### config.mk
export PLATFORM = sky130hd
export DESIGN_NAME = mdu_flat
export DESIGN_NICKNAME = d
export VERILOG_FILES = /design/src/rtl/mdu_if.sv /design/src/rtl/mdu.sv /design/src/flat_wrapper.sv
export SDC_FILE = /design/constraint.sdc
export NUM_CORES = 1
export LEC_CHECK = 0
export CAP_MARGIN = 20
export CORE_ASPECT_RATIO = 0.75
export CORE_MARGIN = 10
export CORE_UTILIZATION = 35
export CTS_CLUSTER_SIZE = 40
export DETAILED_ROUTE_END_ITERATION = 10
export PLACE_DENSITY_LB_ADDON = 0.15
export SLEW_MARGIN = 15
export SYNTH_ARGS = -nofsm -noshare
export SYNTH_HDL_FRONTEND = slang
export SYNTH_SLANG_ARGS = --single-unit
### constraint.sdc
create_clock -name clk -period 8.7 [get_ports clk]
set_clock_uncertainty 0.05 [all_clocks]
set_input_delay 1.74 -clock clk [delete_from_list [all_inputs] [get_ports clk]]
set_output_delay 1.74 -clock clk [all_outputs]
set_load 0.05 [all_outputs]
### src/rtl/mdu_if.sv
// Start/done handshake and result bus between the execute stage and the mdu.
interface mdu_if #(parameter int WIDTH = 16);
  logic             start;
  logic             op;
  logic [WIDTH-1:0] a;
  logic [WIDTH-1:0] b;
  logic             busy;
  logic             done;
  logic [WIDTH-1:0] hi;
  logic [WIDTH-1:0] lo;
  logic             c;
  logic             z;
  logic             n;
  logic             dz;

  modport master (output start, op, a, b,
                  input  busy, done, hi, lo, c, z, n, dz);
  modport slave  (input  start, op, a, b,
                  output busy, done, hi, lo, c, z, n, dz);
endinterface

### src/rtl/mdu.sv
// Sequential 16-bit unsigned multiply (shift-add) / divide (restoring), one bit per clock.
// state | meaning: IDLE wait for start | CALC iterate 16 bits | DONE one-cycle result pulse
module mdu (
  input  logic clk,
  input  logic rst,
  mdu_if.slave bus
);
  typedef enum logic [1:0] {IDLE, CALC, DONE} state_t;

  state_t      state_q, state_d;
  logic [4:0]  cnt_q, cnt_d;
  logic        op_q, op_d;
  logic [15:0] opnd_q, opnd_d;
  logic [31:0] acc_q, acc_d;
  logic [15:0] hi_q, hi_d, lo_q, lo_d;
  logic        c_q, c_d, z_q, z_d, n_q, n_d, dz_q, dz_d;

  logic [16:0] add_sum;
  logic [16:0] rem_sh;
  logic [15:0] rem_sub;
  logic [31:0] step;

  // acc holds {upper, multiplier} for MUL and {remainder, quotient} for DIV
  always_comb begin
    add_sum = {1'b0, acc_q[31:16]} + (acc_q[0] ? {1'b0, opnd_q} : 17'd0);
    rem_sh  = {acc_q[31:16], acc_q[15]};
    rem_sub = rem_sh[15:0] - opnd_q;
    if (op_q) begin
      if (rem_sh >= {1'b0, opnd_q}) step = {rem_sub, acc_q[14:0], 1'b1};
      else                          step = {rem_sh[15:0], acc_q[14:0], 1'b0};
    end else begin
      step = {add_sum, acc_q[15:1]};
    end
  end

  always_comb begin
    state_d = state_q;
    cnt_d   = cnt_q;
    op_d    = op_q;
    opnd_d  = opnd_q;
    acc_d   = acc_q;
    hi_d    = hi_q;
    lo_d    = lo_q;
    c_d     = c_q;
    z_d     = z_q;
    n_d     = n_q;
    dz_d    = dz_q;
    case (state_q)
      IDLE: begin
        if (bus.start) begin
          if (bus.op && (bus.b == 16'd0)) begin
            state_d = DONE;
            hi_d    = bus.a;
            lo_d    = 16'hFFFF;
            c_d     = 1'b0;
            z_d     = 1'b0;
            n_d     = 1'b1;
            dz_d    = 1'b1;
          end else begin
            state_d = CALC;
            cnt_d   = 5'd0;
            op_d    = bus.op;
            acc_d   = bus.op ? {16'h0000, bus.a} : {16'h0000, bus.b};
            opnd_d  = bus.op ? bus.b : bus.a;
          end
        end
      end
      CALC: begin
        acc_d = step;
        cnt_d = cnt_q + 5'd1;
        if (cnt_q == 5'd15) begin
          state_d = DONE;
          hi_d    = step[31:16];
          lo_d    = step[15:0];
          dz_d    = 1'b0;
          if (op_q) begin
            c_d = 1'b0;
            z_d = (step[15:0] == 16'h0000);
            n_d = step[15];
          end else begin
            c_d = (step[31:16] != 16'h0000);
            z_d = (step == 32'h0000_0000);
            n_d = step[31];
          end
        end
      end
      DONE:    state_d = IDLE;
      default: state_d = IDLE;
    endcase
  end

  always_ff @(posedge clk) begin
    if (rst) begin
      state_q <= IDLE;
      cnt_q   <= 5'd0;
      op_q    <= 1'b0;
      opnd_q  <= 16'h0000;
      acc_q   <= 32'h0000_0000;
      hi_q    <= 16'h0000;
      lo_q    <= 16'h0000;
      c_q     <= 1'b0;
      z_q     <= 1'b0;
      n_q     <= 1'b0;
      dz_q    <= 1'b0;
    end else begin
      state_q <= state_d;
      cnt_q   <= cnt_d;
      op_q    <= op_d;
      opnd_q  <= opnd_d;
      acc_q   <= acc_d;
      hi_q    <= hi_d;
      lo_q    <= lo_d;
      c_q     <= c_d;
      z_q     <= z_d;
      n_q     <= n_d;
      dz_q    <= dz_d;
    end
  end

  assign bus.busy = (state_q == CALC);
  assign bus.done = (state_q == DONE);
  assign bus.hi   = hi_q;
  assign bus.lo   = lo_q;
  assign bus.c    = c_q;
  assign bus.z    = z_q;
  assign bus.n    = n_q;
  assign bus.dz   = dz_q;
endmodule

### src/flat_wrapper.sv
// flat-port wrapper written by rule: the top's interface ports become plain ports
module mdu_flat 
  (clk, rst, bus_start, bus_op, bus_a, bus_b, bus_busy, bus_done, bus_hi, bus_lo, bus_c, bus_z, bus_n, bus_dz);
  mdu_if bus_i ();
  input  logic clk;
  input  logic rst;
  input wire logic [$bits(bus_i.start)-1:0] bus_start;
  input wire logic [$bits(bus_i.op)-1:0] bus_op;
  input wire logic [$bits(bus_i.a)-1:0] bus_a;
  input wire logic [$bits(bus_i.b)-1:0] bus_b;
  output wire logic [$bits(bus_i.busy)-1:0] bus_busy;
  output wire logic [$bits(bus_i.done)-1:0] bus_done;
  output wire logic [$bits(bus_i.hi)-1:0] bus_hi;
  output wire logic [$bits(bus_i.lo)-1:0] bus_lo;
  output wire logic [$bits(bus_i.c)-1:0] bus_c;
  output wire logic [$bits(bus_i.z)-1:0] bus_z;
  output wire logic [$bits(bus_i.n)-1:0] bus_n;
  output wire logic [$bits(bus_i.dz)-1:0] bus_dz;
  assign bus_i.start = bus_start;
  assign bus_i.op = bus_op;
  assign bus_i.a = bus_a;
  assign bus_i.b = bus_b;
  assign bus_busy = bus_i.busy;
  assign bus_done = bus_i.done;
  assign bus_hi = bus_i.hi;
  assign bus_lo = bus_i.lo;
  assign bus_c = bus_i.c;
  assign bus_z = bus_i.z;
  assign bus_n = bus_i.n;
  assign bus_dz = bus_i.dz;
  mdu u_core (.clk(clk), .rst(rst), .bus(bus_i));
endmodule
==> metrics.md <==
| Metric | Value |
|---|---|
| Outcome | finished clean |
| Startpoint type of the worst setup path | primary input |
| Worst reg-to-reg setup slack | 4610 ps |
| P_int | 0.753 mW |
| Routed WL | 21900 µm |
| Total power draw | 1.13 mW |
| CP cell instances | clkdlybuf4s50_1, nor4_1, nand4_1, nor4_1, nand3_1, a21oi_2, nand3_1, nor3_1, a21oi_1, a21bo_1 |
| Final min period | 4750 ps |
| I/O Buffers | 73 |
| Sw frac | 0.335 |
| Hold WC Path Type | reg2reg |
| Top Ports | 74 |
| Number of synthesized register bits | 92 |
| Count of final setup violators | 0 |
| Final std cells w/o fill | 1084 |
| Worst setup EP type | flip-flop |
| DP Wirelength | 16400 µm |
| Detailed-route vias per instance | 5.78 |
| Root Buffer | clkbuf_16 |
| Commonest non-fill, non-tap cell in the layout | nor2_1 |
| PD cells | 152 mW/mm² |
| Setup slack at placement | 3610 ps |
| Area leader, netlist | dfxtp_1 |
| Crit path arrival time | 4990 ps |
| Final worst setup slack | 3950 ps |
| Post-CTS Hold Fix Bufs | 0 |
| Setup Fix Bufs, Post-CTS | 0 |
| Count of cell types in the netlist | 78 |
| Final net count | 910 |
| Clock power share | 0.331 |
| Die height | 136 µm |
| Mapped Avg Cell Area | 7.90 µm² |
| Tot GR Track Use | 0.179 |
| Hold Violations, Final | 0 |
| Static Leak | 2.96 nW |
| CTS H-tree depth | 3 |
| Final ANT Viol Nets | 0 |
| Logic gate share of total power | 0.262 |
| Area of the die | 0.0238 mm² |
| Largest net degree at the start of global routing | 95 |
| DR iter-0 viols | 682 |
| Least-Margin Pin Slew | 1020 ps |
| Ant diodes | 0 |
| Commonest non-fill, non-tap cells in the layout | 107 x nor2_1, 91 x dfxtp_1, 77 x nand2_1 |
| Post-cts repair resize count | 0 |
| Setup_tns | 0 ps |
| First-pass GRT wire length | 34500 µm |
| Max transition margin | 0.319 |
| Wire per inst | 20.2 µm |
| Mapped Area | 0.00630 mm² |
| Syn Nets | 869 |
| Initial Util | 0.357 |
| TritonCTS clock tree | built |
| Ys Warns | 0 |
| Seq/Total Area, Yosys | 0.292 |
| Antenna violations before repair | 0 |
| Number of global-route vias before repair | 5924 |
| DR pass1 iterations | 5 |
| Die width | 175 µm |
| CTS Buffer Depth | 2 |
| Sinks on the clock net | 92 |
| CP peak stage delay | 800 ps |
| Kind of critical path | in2reg |
| Post-DP Area | 0.00717 mm² |
| Total CTS buffers | 9 |
| Core Util, Final | 0.422 |
| Drc violations | 0 |
| DR vias | 6269 |
| Main flop type after synthesis | dfxtp_1 |
| Worst EP required | 8940 ps |
| Post-synth EDFFs | 0 |
| Top-area cell type share of the netlist area | 0.292 |
| Fmax | 210 MHz |
| Psw | 0.379 mW |
| Worst hold margin | 434 ps |
| Flop pwr share | 0.407 |
| Share of cells above drive strength 1 | 0.0618 |
| Grt total ovfl | 0 |
| CP max stage cell | a21oi_2 |
| Latest clock arrival within the worst-skew pair | 340 ps |
| Unrepaired setup endpoints after global routing | false |
| P&R area growth vs syn | 18.3% |
| Number of cells after detailed placement | 1069 |
| Slew Limit Fails | 0 |
| Multi-input logic area | 0.00414 mm² |
| Final period util | 0.546 |
| Fillers | 1784 |
| Cell area after layout | 0.00745 mm² |
| CTS clk-pin slew, worst paths | 70 ps |
| Row count | 42 |
| Top cells by area, synth | dfxtp_1 29%, mux2i_1 8.7%, ha_1 6.8% |
| VDD IR-drop max | 0.0000883 V |
| Routability cong. | 0.889 |
| Fraction of registers with async set/reset | 0 |
| Placeable Area | 0.0177 mm² |
| Max cap viols | 0 |
| CP max FO | 21 |
| Gate count of the mapped netlist | 797 |
| FF+latch area | 0.00184 mm² |
## power groups by stage
stage / Sequential (mW) / Clock (mW) / Combinational [mW]
final: 0.461 / 0.375 / 0.296
after global routing: 0.463 / 0.397 / 0.325
after CTS: 0.460 / 0.382 / 0.292
after detailed placement: 0.470 / 0 / 0.291
after global placement: 0.470 / 0 / 0.285
after floorplan: 0.459 / 0 / 0.213
## worst max-delay path, delay by kind of cell
family / cells / cell delay [ps]
and+or+nand+nor: 6 / 1770
AOI/OAI and AO/OA: 3 / 1030
buffers and inverters: 1 / 450
## metal layers
layer  vias to the layer above  routed length [µm]  GRT usage  part of all wire
li1                       2978                   -          -                 -
met1                      3041               10900      0.266              0.50
met2                       238                9310      0.262              0.42
met3                        12                1610     0.0394             0.073
met4                         0                 154     0.0263            0.0070
met5                         -                   0          0                 0
## final timing paths
kind,startpoint,to,cells past startpoint
setup / recovery,bus_b[9],u_core.bus.z$_SDFFE_PP0P_,10
hold / removal,u_core.acc_q[11]$_SDFFE_PP0P_,u_core.acc_q[11]$_SDFFE_PP0P_,2
setup reg to reg,u_core.acc_q[0]$_SDFFE_PP0P_,u_core.bus.c$_SDFFE_PP0P_,12
hold reg to reg,u_core.acc_q[11]$_SDFFE_PP0P_,u_core.acc_q[11]$_SDFFE_PP0P_,2
## cells in the mapped netlist (8+ instances only)
cell        n
inv_1      26
nand3_1    30
ha_1       34
dfxtp_1    92
a22oi_1    21
clkbuf_1   37
nor3_1     31
a21o_1     11
a21oi_1    57
a222oi_1    8
and2_1     20
xor2_1     11
nand2_1    77
mux2i_1    55
a211oi_1   29
xnor2_1     8
o21ai_0    16
nand2b_1    9
nor2_1    108
## registers in the layout, indices dropped and copies added (netlist names)
register	cells
u_core.op_q	1
u_core.bus.lo	16
u_core.opnd_q	16
u_core.bus.c	1
u_core.bus.hi	16
u_core.cnt_q	5
u_core.bus.z	1
u_core.bus.n	1
u_core.state_q	2
u_core.bus.dz	1
u_core.acc_q	32
## cells by family (layout without fill, tap and decap cells)
logic type | count (synthesis) | after routing | synth area share
simple gates | 310 | 310 | 0.229
compound gates | 204 | 204 | 0.234
flops | 92 | 92 | 0.292
buf+inv | 78 | 123 | 0.0515
mux | 58 | 58 | 0.0934
fa+ha+maj | 36 | 36 | 0.0739
xor+xnor | 19 | 19 | 0.0264
## area by class of cell
type | instances | area share
clock buffers | 9 | 0.0302
multi-input cells | 627 | 0.556
flip-flops and latches | 92 | 0.247
repair buffers | 82 | 0.106
well taps | 242 | 0.0407
inverters | 26 | 0.0131
clock inverters | 6 | 0.00638
(Power assumes the default switching activity.)
